## src/rtl/mips_pkg.sv

```systemverilog
// Shared types and constants for the MIPS-lite EX operand stage.
package mips_pkg;

    localparam int unsigned DataW = 32;
    localparam int unsigned RegW  = 5;

    // ALU op codes; SUB and SLT are the B-invert codes.
    typedef enum logic [2:0] {
        AluAnd = 3'b000,
        AluOr  = 3'b001,
        AluAdd = 3'b010,
        AluSub = 3'b011,
        AluSlt = 3'b100
    } alu_sig_e;

    // Main-decoder alu_op encodings.
    typedef enum logic [1:0] {
        OpAdd   = 2'b00,
        OpSub   = 2'b01,
        OpRtype = 2'b10,
        OpRsvd  = 2'b11
    } alu_op_e;

    // R-type funct codes.
    localparam logic [5:0] FunctAdd = 6'b100000;
    localparam logic [5:0] FunctSub = 6'b100010;
    localparam logic [5:0] FunctAnd = 6'b100100;
    localparam logic [5:0] FunctOr  = 6'b100101;
    localparam logic [5:0] FunctSlt = 6'b101010;

    typedef struct packed {
        alu_sig_e sig;
        logic     illegal;
    } alu_dec_t;

    // Contents of the ID/EX pipeline register.
    typedef struct packed {
        logic [RegW-1:0]  rs;
        logic [RegW-1:0]  rt;
        logic [DataW-1:0] rs_data;
        logic [DataW-1:0] rt_data;
        logic [DataW-1:0] imm;
        logic             alu_src;
        logic [RegW-1:0]  dest;
        logic             reg_write;
        logic             mem_read;
        logic             mem_write;
        logic             mem_to_reg;
        logic             illegal;
        alu_sig_e         alu_sig;
    } ex_reg_t;

    // Unknown funct or reserved alu_op falls back to ADD and is flagged illegal.
    function automatic alu_dec_t decode_alu(input logic [1:0] alu_op, input logic [5:0] funct);
        alu_dec_t dec;
        dec.sig     = AluAdd;
        dec.illegal = 1'b0;
        case (alu_op)
            OpAdd: dec.sig = AluAdd;
            OpSub: dec.sig = AluSub;
            OpRtype: begin
                case (funct)
                    FunctAdd: dec.sig = AluAdd;
                    FunctSub: dec.sig = AluSub;
                    FunctAnd: dec.sig = AluAnd;
                    FunctOr:  dec.sig = AluOr;
                    FunctSlt: dec.sig = AluSlt;
                    default:  dec.illegal = 1'b1;
                endcase
            end
            default: dec.illegal = 1'b1;
        endcase
        return dec;
    endfunction

    // Bubble and reset value: everything zero, ALU code ADD.
    function automatic ex_reg_t ex_bubble();
        ex_reg_t b;
        b         = '0;
        b.alu_sig = AluAdd;
        return b;
    endfunction

endpackage

```

## src/rtl/ex_operand_stage_if.sv

```systemverilog
// ID-side, forwarding and EX-side signals of the operand stage.
interface ex_operand_stage_if;
    import mips_pkg::*;

    logic [RegW-1:0]  id_rs;
    logic [RegW-1:0]  id_rt;
    logic [RegW-1:0]  id_rd;
    logic [DataW-1:0] id_rs_data;
    logic [DataW-1:0] id_rt_data;
    logic [DataW-1:0] id_imm;
    logic [1:0]       id_alu_op;
    logic [5:0]       id_funct;
    logic             id_alu_src;
    logic             id_reg_dst;
    logic             id_reg_write;
    logic             id_mem_read;
    logic             id_mem_write;
    logic             id_mem_to_reg;
    logic             flush;
    logic             mem_reg_write;
    logic [RegW-1:0]  mem_rd;
    logic [DataW-1:0] mem_result;
    logic             wb_reg_write;
    logic [RegW-1:0]  wb_rd;
    logic [DataW-1:0] wb_data;

    logic [DataW-1:0] alu_dataA;
    logic [DataW-1:0] alu_dataB;
    logic [2:0]       alu_signal;
    logic [DataW-1:0] ex_store_data;
    logic [RegW-1:0]  ex_dest;
    logic             ex_reg_write;
    logic             ex_mem_read;
    logic             ex_mem_write;
    logic             ex_mem_to_reg;
    logic             ex_illegal;
    logic             load_use_stall;

    modport master (
        output id_rs, id_rt, id_rd, id_rs_data, id_rt_data, id_imm, id_alu_op, id_funct,
               id_alu_src, id_reg_dst, id_reg_write, id_mem_read, id_mem_write, id_mem_to_reg,
               flush, mem_reg_write, mem_rd, mem_result, wb_reg_write, wb_rd, wb_data,
        input  alu_dataA, alu_dataB, alu_signal, ex_store_data, ex_dest, ex_reg_write,
               ex_mem_read, ex_mem_write, ex_mem_to_reg, ex_illegal, load_use_stall
    );

    modport slave (
        input  id_rs, id_rt, id_rd, id_rs_data, id_rt_data, id_imm, id_alu_op, id_funct,
               id_alu_src, id_reg_dst, id_reg_write, id_mem_read, id_mem_write, id_mem_to_reg,
               flush, mem_reg_write, mem_rd, mem_result, wb_reg_write, wb_rd, wb_data,
        output alu_dataA, alu_dataB, alu_signal, ex_store_data, ex_dest, ex_reg_write,
               ex_mem_read, ex_mem_write, ex_mem_to_reg, ex_illegal, load_use_stall
    );

endinterface

```

## src/rtl/forward_unit.sv

```systemverilog
// Selects the freshest value of one source register: MEM, then WB, then register file.
module forward_unit
    import mips_pkg::*;
(
    input  logic [RegW-1:0]  i_idx,
    input  logic [DataW-1:0] i_reg_data,
    input  logic             i_mem_reg_write,
    input  logic [RegW-1:0]  i_mem_rd,
    input  logic [DataW-1:0] i_mem_result,
    input  logic             i_wb_reg_write,
    input  logic [RegW-1:0]  i_wb_rd,
    input  logic [DataW-1:0] i_wb_data,
    output logic [DataW-1:0] o_data
);

    logic w_mem_hit;
    logic w_wb_hit;

    // Register 0 is hard-wired zero, so a pending write to it must never forward.
    assign w_mem_hit = i_mem_reg_write && (i_mem_rd != '0) && (i_mem_rd == i_idx);
    assign w_wb_hit  = i_wb_reg_write && (i_wb_rd != '0) && (i_wb_rd == i_idx);

    // Priority mux: the younger MEM result wins over WB.
    always_comb begin
        o_data = i_reg_data;
        if (w_mem_hit) begin
            o_data = i_mem_result;
        end else if (w_wb_hit) begin
            o_data = i_wb_data;
        end
    end

endmodule

```

## src/rtl/ex_operand_stage.sv

```systemverilog
// ID/EX register, ALU control decode, operand forwarding and load-use stall detection.
module ex_operand_stage
    import mips_pkg::*;
(
    input  logic              clk,
    input  logic              rst,
    ex_operand_stage_if.slave bus
);

    ex_reg_t          r_ex;
    ex_reg_t          w_ex_next;
    alu_dec_t         w_dec;
    logic             w_stall;
    logic [DataW-1:0] w_fwd_rs;
    logic [DataW-1:0] w_fwd_rt;

    // A load in EX cannot supply data before WB; rt only matters when it is actually read.
    assign w_stall = r_ex.mem_read && (r_ex.dest != '0) &&
                     ((r_ex.dest == bus.id_rs) ||
                      ((r_ex.dest == bus.id_rt) && (!bus.id_alu_src || bus.id_mem_write)));

    assign w_dec = decode_alu(bus.id_alu_op, bus.id_funct);

    // Next ID/EX contents: a bubble on flush or stall, otherwise the decoded instruction.
    always_comb begin
        w_ex_next = ex_bubble();
        if (!(bus.flush || w_stall)) begin
            w_ex_next.rs         = bus.id_rs;
            w_ex_next.rt         = bus.id_rt;
            w_ex_next.rs_data    = bus.id_rs_data;
            w_ex_next.rt_data    = bus.id_rt_data;
            w_ex_next.imm        = bus.id_imm;
            w_ex_next.alu_src    = bus.id_alu_src;
            w_ex_next.dest       = bus.id_reg_dst ? bus.id_rd : bus.id_rt;
            // Illegal ops must not modify architectural state.
            w_ex_next.reg_write  = bus.id_reg_write && !w_dec.illegal;
            w_ex_next.mem_write  = bus.id_mem_write && !w_dec.illegal;
            w_ex_next.mem_read   = bus.id_mem_read;
            w_ex_next.mem_to_reg = bus.id_mem_to_reg;
            w_ex_next.illegal    = w_dec.illegal;
            w_ex_next.alu_sig    = w_dec.sig;
        end
    end

    // ID/EX pipeline register with synchronous reset.
    always_ff @(posedge clk) begin
        if (rst) begin
            r_ex <= ex_bubble();
        end else begin
            r_ex <= w_ex_next;
        end
    end

    forward_unit u_fwd_rs (
        .i_idx           (r_ex.rs),
        .i_reg_data      (r_ex.rs_data),
        .i_mem_reg_write (bus.mem_reg_write),
        .i_mem_rd        (bus.mem_rd),
        .i_mem_result    (bus.mem_result),
        .i_wb_reg_write  (bus.wb_reg_write),
        .i_wb_rd         (bus.wb_rd),
        .i_wb_data       (bus.wb_data),
        .o_data          (w_fwd_rs)
    );

    forward_unit u_fwd_rt (
        .i_idx           (r_ex.rt),
        .i_reg_data      (r_ex.rt_data),
        .i_mem_reg_write (bus.mem_reg_write),
        .i_mem_rd        (bus.mem_rd),
        .i_mem_result    (bus.mem_result),
        .i_wb_reg_write  (bus.wb_reg_write),
        .i_wb_rd         (bus.wb_rd),
        .i_wb_data       (bus.wb_data),
        .o_data          (w_fwd_rt)
    );

    assign bus.alu_dataA      = w_fwd_rs;
    assign bus.alu_dataB      = r_ex.alu_src ? r_ex.imm : w_fwd_rt;
    assign bus.alu_signal     = r_ex.alu_sig;
    assign bus.ex_store_data  = w_fwd_rt;
    assign bus.ex_dest        = r_ex.dest;
    assign bus.ex_reg_write   = r_ex.reg_write;
    assign bus.ex_mem_read    = r_ex.mem_read;
    assign bus.ex_mem_write   = r_ex.mem_write;
    assign bus.ex_mem_to_reg  = r_ex.mem_to_reg;
    assign bus.ex_illegal     = r_ex.illegal;
    assign bus.load_use_stall = w_stall;

endmodule

```

## src/flat_wrapper.sv

```systemverilog
// flat-port wrapper written by rule: the top's interface ports become plain ports
module ex_operand_stage_flat import mips_pkg::*;
  (clk, rst, bus_id_rs, bus_id_rt, bus_id_rd, bus_id_rs_data, bus_id_rt_data, bus_id_imm, bus_id_alu_op, bus_id_funct, bus_id_alu_src, bus_id_reg_dst, bus_id_reg_write, bus_id_mem_read, bus_id_mem_write, bus_id_mem_to_reg, bus_flush, bus_mem_reg_write, bus_mem_rd, bus_mem_result, bus_wb_reg_write, bus_wb_rd, bus_wb_data, bus_alu_dataA, bus_alu_dataB, bus_alu_signal, bus_ex_store_data, bus_ex_dest, bus_ex_reg_write, bus_ex_mem_read, bus_ex_mem_write, bus_ex_mem_to_reg, bus_ex_illegal, bus_load_use_stall);
  ex_operand_stage_if bus_i ();
  input  logic clk;
  input  logic rst;
  input wire logic [$bits(bus_i.id_rs)-1:0] bus_id_rs;
  input wire logic [$bits(bus_i.id_rt)-1:0] bus_id_rt;
  input wire logic [$bits(bus_i.id_rd)-1:0] bus_id_rd;
  input wire logic [$bits(bus_i.id_rs_data)-1:0] bus_id_rs_data;
  input wire logic [$bits(bus_i.id_rt_data)-1:0] bus_id_rt_data;
  input wire logic [$bits(bus_i.id_imm)-1:0] bus_id_imm;
  input wire logic [$bits(bus_i.id_alu_op)-1:0] bus_id_alu_op;
  input wire logic [$bits(bus_i.id_funct)-1:0] bus_id_funct;
  input wire logic [$bits(bus_i.id_alu_src)-1:0] bus_id_alu_src;
  input wire logic [$bits(bus_i.id_reg_dst)-1:0] bus_id_reg_dst;
  input wire logic [$bits(bus_i.id_reg_write)-1:0] bus_id_reg_write;
  input wire logic [$bits(bus_i.id_mem_read)-1:0] bus_id_mem_read;
  input wire logic [$bits(bus_i.id_mem_write)-1:0] bus_id_mem_write;
  input wire logic [$bits(bus_i.id_mem_to_reg)-1:0] bus_id_mem_to_reg;
  input wire logic [$bits(bus_i.flush)-1:0] bus_flush;
  input wire logic [$bits(bus_i.mem_reg_write)-1:0] bus_mem_reg_write;
  input wire logic [$bits(bus_i.mem_rd)-1:0] bus_mem_rd;
  input wire logic [$bits(bus_i.mem_result)-1:0] bus_mem_result;
  input wire logic [$bits(bus_i.wb_reg_write)-1:0] bus_wb_reg_write;
  input wire logic [$bits(bus_i.wb_rd)-1:0] bus_wb_rd;
  input wire logic [$bits(bus_i.wb_data)-1:0] bus_wb_data;
  output wire logic [$bits(bus_i.alu_dataA)-1:0] bus_alu_dataA;
  output wire logic [$bits(bus_i.alu_dataB)-1:0] bus_alu_dataB;
  output wire logic [$bits(bus_i.alu_signal)-1:0] bus_alu_signal;
  output wire logic [$bits(bus_i.ex_store_data)-1:0] bus_ex_store_data;
  output wire logic [$bits(bus_i.ex_dest)-1:0] bus_ex_dest;
  output wire logic [$bits(bus_i.ex_reg_write)-1:0] bus_ex_reg_write;
  output wire logic [$bits(bus_i.ex_mem_read)-1:0] bus_ex_mem_read;
  output wire logic [$bits(bus_i.ex_mem_write)-1:0] bus_ex_mem_write;
  output wire logic [$bits(bus_i.ex_mem_to_reg)-1:0] bus_ex_mem_to_reg;
  output wire logic [$bits(bus_i.ex_illegal)-1:0] bus_ex_illegal;
  output wire logic [$bits(bus_i.load_use_stall)-1:0] bus_load_use_stall;
  assign bus_i.id_rs = bus_id_rs;
  assign bus_i.id_rt = bus_id_rt;
  assign bus_i.id_rd = bus_id_rd;
  assign bus_i.id_rs_data = bus_id_rs_data;
  assign bus_i.id_rt_data = bus_id_rt_data;
  assign bus_i.id_imm = bus_id_imm;
  assign bus_i.id_alu_op = bus_id_alu_op;
  assign bus_i.id_funct = bus_id_funct;
  assign bus_i.id_alu_src = bus_id_alu_src;
  assign bus_i.id_reg_dst = bus_id_reg_dst;
  assign bus_i.id_reg_write = bus_id_reg_write;
  assign bus_i.id_mem_read = bus_id_mem_read;
  assign bus_i.id_mem_write = bus_id_mem_write;
  assign bus_i.id_mem_to_reg = bus_id_mem_to_reg;
  assign bus_i.flush = bus_flush;
  assign bus_i.mem_reg_write = bus_mem_reg_write;
  assign bus_i.mem_rd = bus_mem_rd;
  assign bus_i.mem_result = bus_mem_result;
  assign bus_i.wb_reg_write = bus_wb_reg_write;
  assign bus_i.wb_rd = bus_wb_rd;
  assign bus_i.wb_data = bus_wb_data;
  assign bus_alu_dataA = bus_i.alu_dataA;
  assign bus_alu_dataB = bus_i.alu_dataB;
  assign bus_alu_signal = bus_i.alu_signal;
  assign bus_ex_store_data = bus_i.ex_store_data;
  assign bus_ex_dest = bus_i.ex_dest;
  assign bus_ex_reg_write = bus_i.ex_reg_write;
  assign bus_ex_mem_read = bus_i.ex_mem_read;
  assign bus_ex_mem_write = bus_i.ex_mem_write;
  assign bus_ex_mem_to_reg = bus_i.ex_mem_to_reg;
  assign bus_ex_illegal = bus_i.ex_illegal;
  assign bus_load_use_stall = bus_i.load_use_stall;
  ex_operand_stage u_core (.clk(clk), .rst(rst), .bus(bus_i));
endmodule
```

## config.mk

```make
export PLATFORM = sky130hd
export DESIGN_NAME = ex_operand_stage_flat
export DESIGN_NICKNAME = d
export VERILOG_FILES = /design/src/rtl/mips_pkg.sv /design/src/rtl/ex_operand_stage_if.sv /design/src/rtl/forward_unit.sv /design/src/rtl/ex_operand_stage.sv /design/src/flat_wrapper.sv
export SDC_FILE = /design/constraint.sdc
export NUM_CORES = 1
export LEC_CHECK = 0
export BUFFER_PORTS_ARGS = -buffer_cell sky130_fd_sc_hd__buf_2
export CAP_MARGIN = 5
export CORE_ASPECT_RATIO = 1.1
export CORE_MARGIN = 10
export CORE_UTILIZATION = 42
export DETAILED_ROUTE_END_ITERATION = 7
export GPL_ROUTABILITY_DRIVEN = 0
export PLACE_DENSITY = 0.79
export SLEW_MARGIN = 30
export SYNTH_ARGS = -nofsm -noshare
export SYNTH_HDL_FRONTEND = slang
export SYNTH_HIERARCHICAL = 1
export SYNTH_SLANG_ARGS = --single-unit
```

## constraint.sdc

```tcl
create_clock -name clk -period 1.8 [get_ports clk]
set_clock_uncertainty 0.05 [all_clocks]
set_input_delay 0.18 -clock clk [delete_from_list [all_inputs] [get_ports clk]]
set_output_delay 0.18 -clock clk [all_outputs]
set_load 0.1 [all_outputs]
```

==> reports/results.ini, run 1 <==
[status]
stop_error = [ERROR DPL-0038] Utilization greater than 100%, impossible to legalize
stop_stage = clock tree synthesis
status = stopped before the end

[clock_tree]
ctsResizeCount = 285
htreeDepth = 4
cts_root_buf = clkbuf_16
cts_inserted_buffers = 17
clkSinkCount = 120
hold_buffers = 108
clockBufferDepth = 2
post_cts_buffers = 33

[synthesis]
yosysUniqueCellTypes = 41
ys_seq_elements = 120
synth_area_per_cell_um2 = 8.93
yosysSeqAreaShare_pct = 37.0
ys_warn_count = 6
synth_area_mm2 = 0.00649
syn-instance-count = 727
syn_nets = 934

[floorplan]
start_util_pct = 43.0
fp-row-count = 47
boundaryPins = 314
die_x_um = 139
chipHeight_um = 150

[place]
io_buffers = 313
hpwlAfterDp_um = 24600

==> metrics by stage <==
step                TNS (ns)  cell area, um^2  worst slack [ns]  std cells  hold slack (ns)
floorplan             -45.16             7740            -0.806        727            0.276
global placement      -50.08            11500            -0.749       1285            0.352
detailed placement    -59.70            11500            -0.887       1285            0.356
==> cells in the mapped netlist <==
master,n,share of area [%]
nor4_1,66,6.4
nand4_1,66,6.4
a21oi_1,2,0.15
nand2b_1,1,0.096
a31oi_1,64,6.2
a21oi_4,2,0.50
and4_2,1,0.15
nand3b_1,1,0.12
nor3b_1,4,0.46
and4_1,1,0.13
o2111ai_1,1,0.13
o21ai_0,4,0.31
clkbuf_2,1,0.077
mux2_2,37,6.4
buf_2,6,0.46
and2b_2,1,0.13
nand3_1,6,0.46
or4_4,3,0.52
buf_6,7,1.2
or2_1,2,0.19
ha_1,3,0.58
and2_1,4,0.39
xnor2_1,23,3.1
o21a_1,2,0.23
xor2_1,3,0.40
clkbuf_1,62,3.6
o21ai_1,2,0.15
o31ai_1,64,7.4
nor2_1,5,0.29
inv_1,4,0.23
buf_1,9,0.52
nor3_1,2,0.15
buf_4,10,1.2
nor2b_1,1,0.096
buf_8,9,2.1
and3_1,116,11
or3_1,2,0.19
nand2_1,8,0.46
and3b_1,1,0.13
o221ai_2,1,0.23
dfxtp_1,120,37
==> cells by family after synthesis <==
family	synth area share (%)
AND/OR/NAND/NOR	27.9
AO/OA/AOI/OAI	15.3
flip-flops	37.0
buffers and inverters	9.33
multiplexers	6.42
XOR/XNOR	3.51
adder cells (fa/ha/maj)	0.578
==> run 2: changes to the inputs <==
--- a/config.mk
+++ b/config.mk
@@ -7,12 +7,11 @@
 export LEC_CHECK = 0
 export BUFFER_PORTS_ARGS = -buffer_cell sky130_fd_sc_hd__buf_2
 export CAP_MARGIN = 5
-export CORE_ASPECT_RATIO = 1.1
 export CORE_MARGIN = 10
-export CORE_UTILIZATION = 42
+export CORE_UTILIZATION = 33
 export DETAILED_ROUTE_END_ITERATION = 7
 export GPL_ROUTABILITY_DRIVEN = 0
-export PLACE_DENSITY = 0.79
+export PLACE_DENSITY_LB_ADDON = 0.15
 export SLEW_MARGIN = 30
 export SYNTH_ARGS = -nofsm -noshare
 export SYNTH_HDL_FRONTEND = slang
==> constraint.sdc (replaced) <==
create_clock -name clk -period 2.3 [get_ports clk]
set_clock_uncertainty 0.05 [all_clocks]
set_input_delay 0.23 -clock clk [delete_from_list [all_inputs] [get_ports clk]]
set_output_delay 0.23 -clock clk [all_outputs]
set_load 0.1 [all_outputs]
==> reports/results.ini, run 2 <==
[synthesis]
synth_flop_cell = dfxtp_1
synth_common_cells = dfxtp_1, and3_1, nand4_1, nor4_1
synthAdderAreaFrac_pct = 0.578  ; unchanged
synth_top_cell_by_area = dfxtp_1
synth_area_mm2 = 0.00649  ; unchanged
async_flop_share_pct = 0  ; unchanged
synth_xor_area_share_pct = 3.51  ; unchanged
synthSimpleGateAreaFrac_pct = 27.9  ; unchanged
synth.mux.area_fraction_pct = 6.42  ; unchanged
syn-instance-count = 727  ; unchanged
yosysUniqueCellTypes = 41  ; unchanged
synth_area_per_cell_um2 = 8.93  ; unchanged
synth_top_cell_area_share_pct = 37.0  ; unchanged
synth_area_leaders = dfxtp_1, and3_1, o31ai_1
synth-compound-area-share_pct = 15.3  ; unchanged
synth-edff-count = 0  ; unchanged
post-synth-top-count-cell = dfxtp_1
ys_warn_count = 6  ; unchanged
synth_top_family_by_area = simple AND/OR/NAND/NOR gates
syn_nets = 934  ; unchanged
yosysSeqAreaShare_pct = 37.0  ; unchanged
ys_seq_elements = 120  ; unchanged

[sta]
max_freq_ghz = 0.371
slew_headroom_pct = 55.7
setup_slack_ns = -0.393
tightest_slew_ns = 0.665
rsz0062_at_grt = true
min_period_over_period_pct = 117
finalSetupViolations = 96
finalMaxSlewViolations = 0
holdWs_ns = -0.00663
hold_violations = 1
period_needed_ns = 2.69

[power_and_ir_drop]
p_leak_nw = 5.87
irDropWorstVdd_mv = 0.474
powerDensity_mw_per_mm2 = 542
total_power_w = 0.00811

[clock_tree]
clkSinkCount = 120  ; unchanged
clock_latency_ns = 0.42
clockBufferDepth = 2  ; unchanged
htreeDepth = 4  ; unchanged
cts_inserted_buffers = 17  ; unchanged
cts_root_buf = clkbuf_16
cts_tree = done
clkTransAtPathRegs_ns = 0.06

[floorplan]
die-area_mm2 = 0.0257
fp-row-count = 51  ; +8.5%
core-area_mm2 = 0.0194
start_util_pct = 33.5  ; -9.5 points
die_x_um = 160  ; +16%
boundaryPins = 314  ; unchanged
chipHeight_um = 160  ; +6.6%

[place]
dp_worst_setup_slack_ns = -0.183  ; +0.704 ns
hpwlAfterDp_um = 22300  ; -9.2%
dpl_cell_area_mm2 = 0.0112  ; -2.8%
io_buffers = 313  ; unchanged

[status]
violations = hold timing, setup timing
status = finished, violations left

[global_routing]
grt_pass1_wl_um = 52700
grt_max_degree = 90
overflow = 0
grt_pass1_vias = 8911
grt_usage_pct = 25.9
antenna_found_initial = 9

[routing]
vias = 8279
wl_per_cell_um = 24.4
postRouteWirelength_um = 35400
antenna_left = 0
firstDrtPassIters = 8
drcViolationCount = 0
initialDrtViolationCount = 571
vias_per_cell = 5.72

[layout]
layout_commonest_cell = buf_2
largest_register_ffs = 107
regMostFlops = u_core/r_ex
nets = 1369
post-route-cell-area_mm2 = 0.0150
final_cell_mix = buf_2, buf_12, and3_1, dfxtp_1, dlygate4sd3_1
drive_gt1_share_pct = 63.1
area_growth_pct = 131
fin_util_pct = 77.2

[worst_setup_path]
max_stage_delay_ns = 0.36
cp_data_arrival_time_ns = 2.41
crit_type = reg2out
crit_fanout = 7
cp-start-kind = register
cp_slowest_cell = dfxtp_4
crit_chain = or2_4 -> o21a_4 -> buf_16 -> buf_8 -> o31ai_4 -> a31oi_4 -> mux2_4 -> buf_12
cp.required_ns = 2.02
end_kind = output port

[min_path]
min_path_type = in2reg

[run]
drv_cap = 0

==> run 2: cell counts after synthesis <==
Identical to the previous run, type by type.
==> run 2: where the power goes <==
part	internal, W	total, W	switching (W)
logic	0.00127	0.00312	0.00185
clock network	0.00178	0.00277	0.000991
registers	0.00216	0.00223	0.0000625
==> run 2: worst max-delay path, delay by kind of cell (launching register included) <==
| family | cells | cell delay [ns] |
|---|---|---|
| multiplexers | 1 | 0.29 |
| buffers and inverters | 3 | 0.49 |
| AND/OR/NAND/NOR | 1 | 0.25 |
| AO/OA/AOI/OAI | 3 | 0.59 |
| flip-flops | 1 | 0.36 |
==> run 2: worst paths after layout <==
kind | start | to | slack, ns | depth (start not counted)
worst max-delay path | u_core/r_ex[114] | bus_alu_dataB[11] | -0.39 | 8
worst min-delay path | bus_id_imm[3] | u_core/r_ex[17] | -0.007 | 2
worst max register to register | u_core/bus.ex_dest[1] | u_core/r_ex[34] | 0.36 | 4
worst min register to register | u_core/bus.ex_mem_read | u_core/bus.ex_dest[1] | 0.58 | 2
==> run 2: final cells by class <==
type,instances,area [um^2]
Tap cell,265,332
Fill cell,1200,4430
Sequential cell,120,2430
Antenna cell,8,20.0
Inverter,4,15.0
Timing Repair Buffer,520,5580
Multi-Input combinational cell,499,6000
Clock buffer,23,478
Clock inverter,8,120
==> run 2: what timing repair did <==
action                                 4_1_cts  5_1_grt
endpoints found under the hold margin       83        0
setup endpoints to repair                   96       97
gates cloned                                 9        4
pin swaps                                   99       62
hold buffers                                83        0
setup buffers                               16        6
resized for setup                          329       50
==> run 2: logic make-up after synthesis <==
logic type      count (synthesis)
compound gates                142
fa+ha+maj                       3
buf+inv                       108
mux                            37
xor+xnor                       26
flops                         120
simple gates                  291
==> run 2: per-stage QoR <==
stage	instances	TNS (ns)
2_1_floorplan	727	-11.13
3_3_place_gp	1303	-5.68
3_5_place_dp	1303	-6.07
4_1_cts	1433	-24.97
5_1_grt	1446	-29.51
6_report	1447	-23.09
==> run 2: layer usage <==
metal	GRT usage, %	routed length (um)	up-vias
met2	44.8	17800	478
li1	-	-	3729
met1	29.3	13400	3983
met5	0	7	-
met4	10.3	1200	2
met3	7.71	3010	87
No activity file was read; power rests on OpenSTA's default activity.
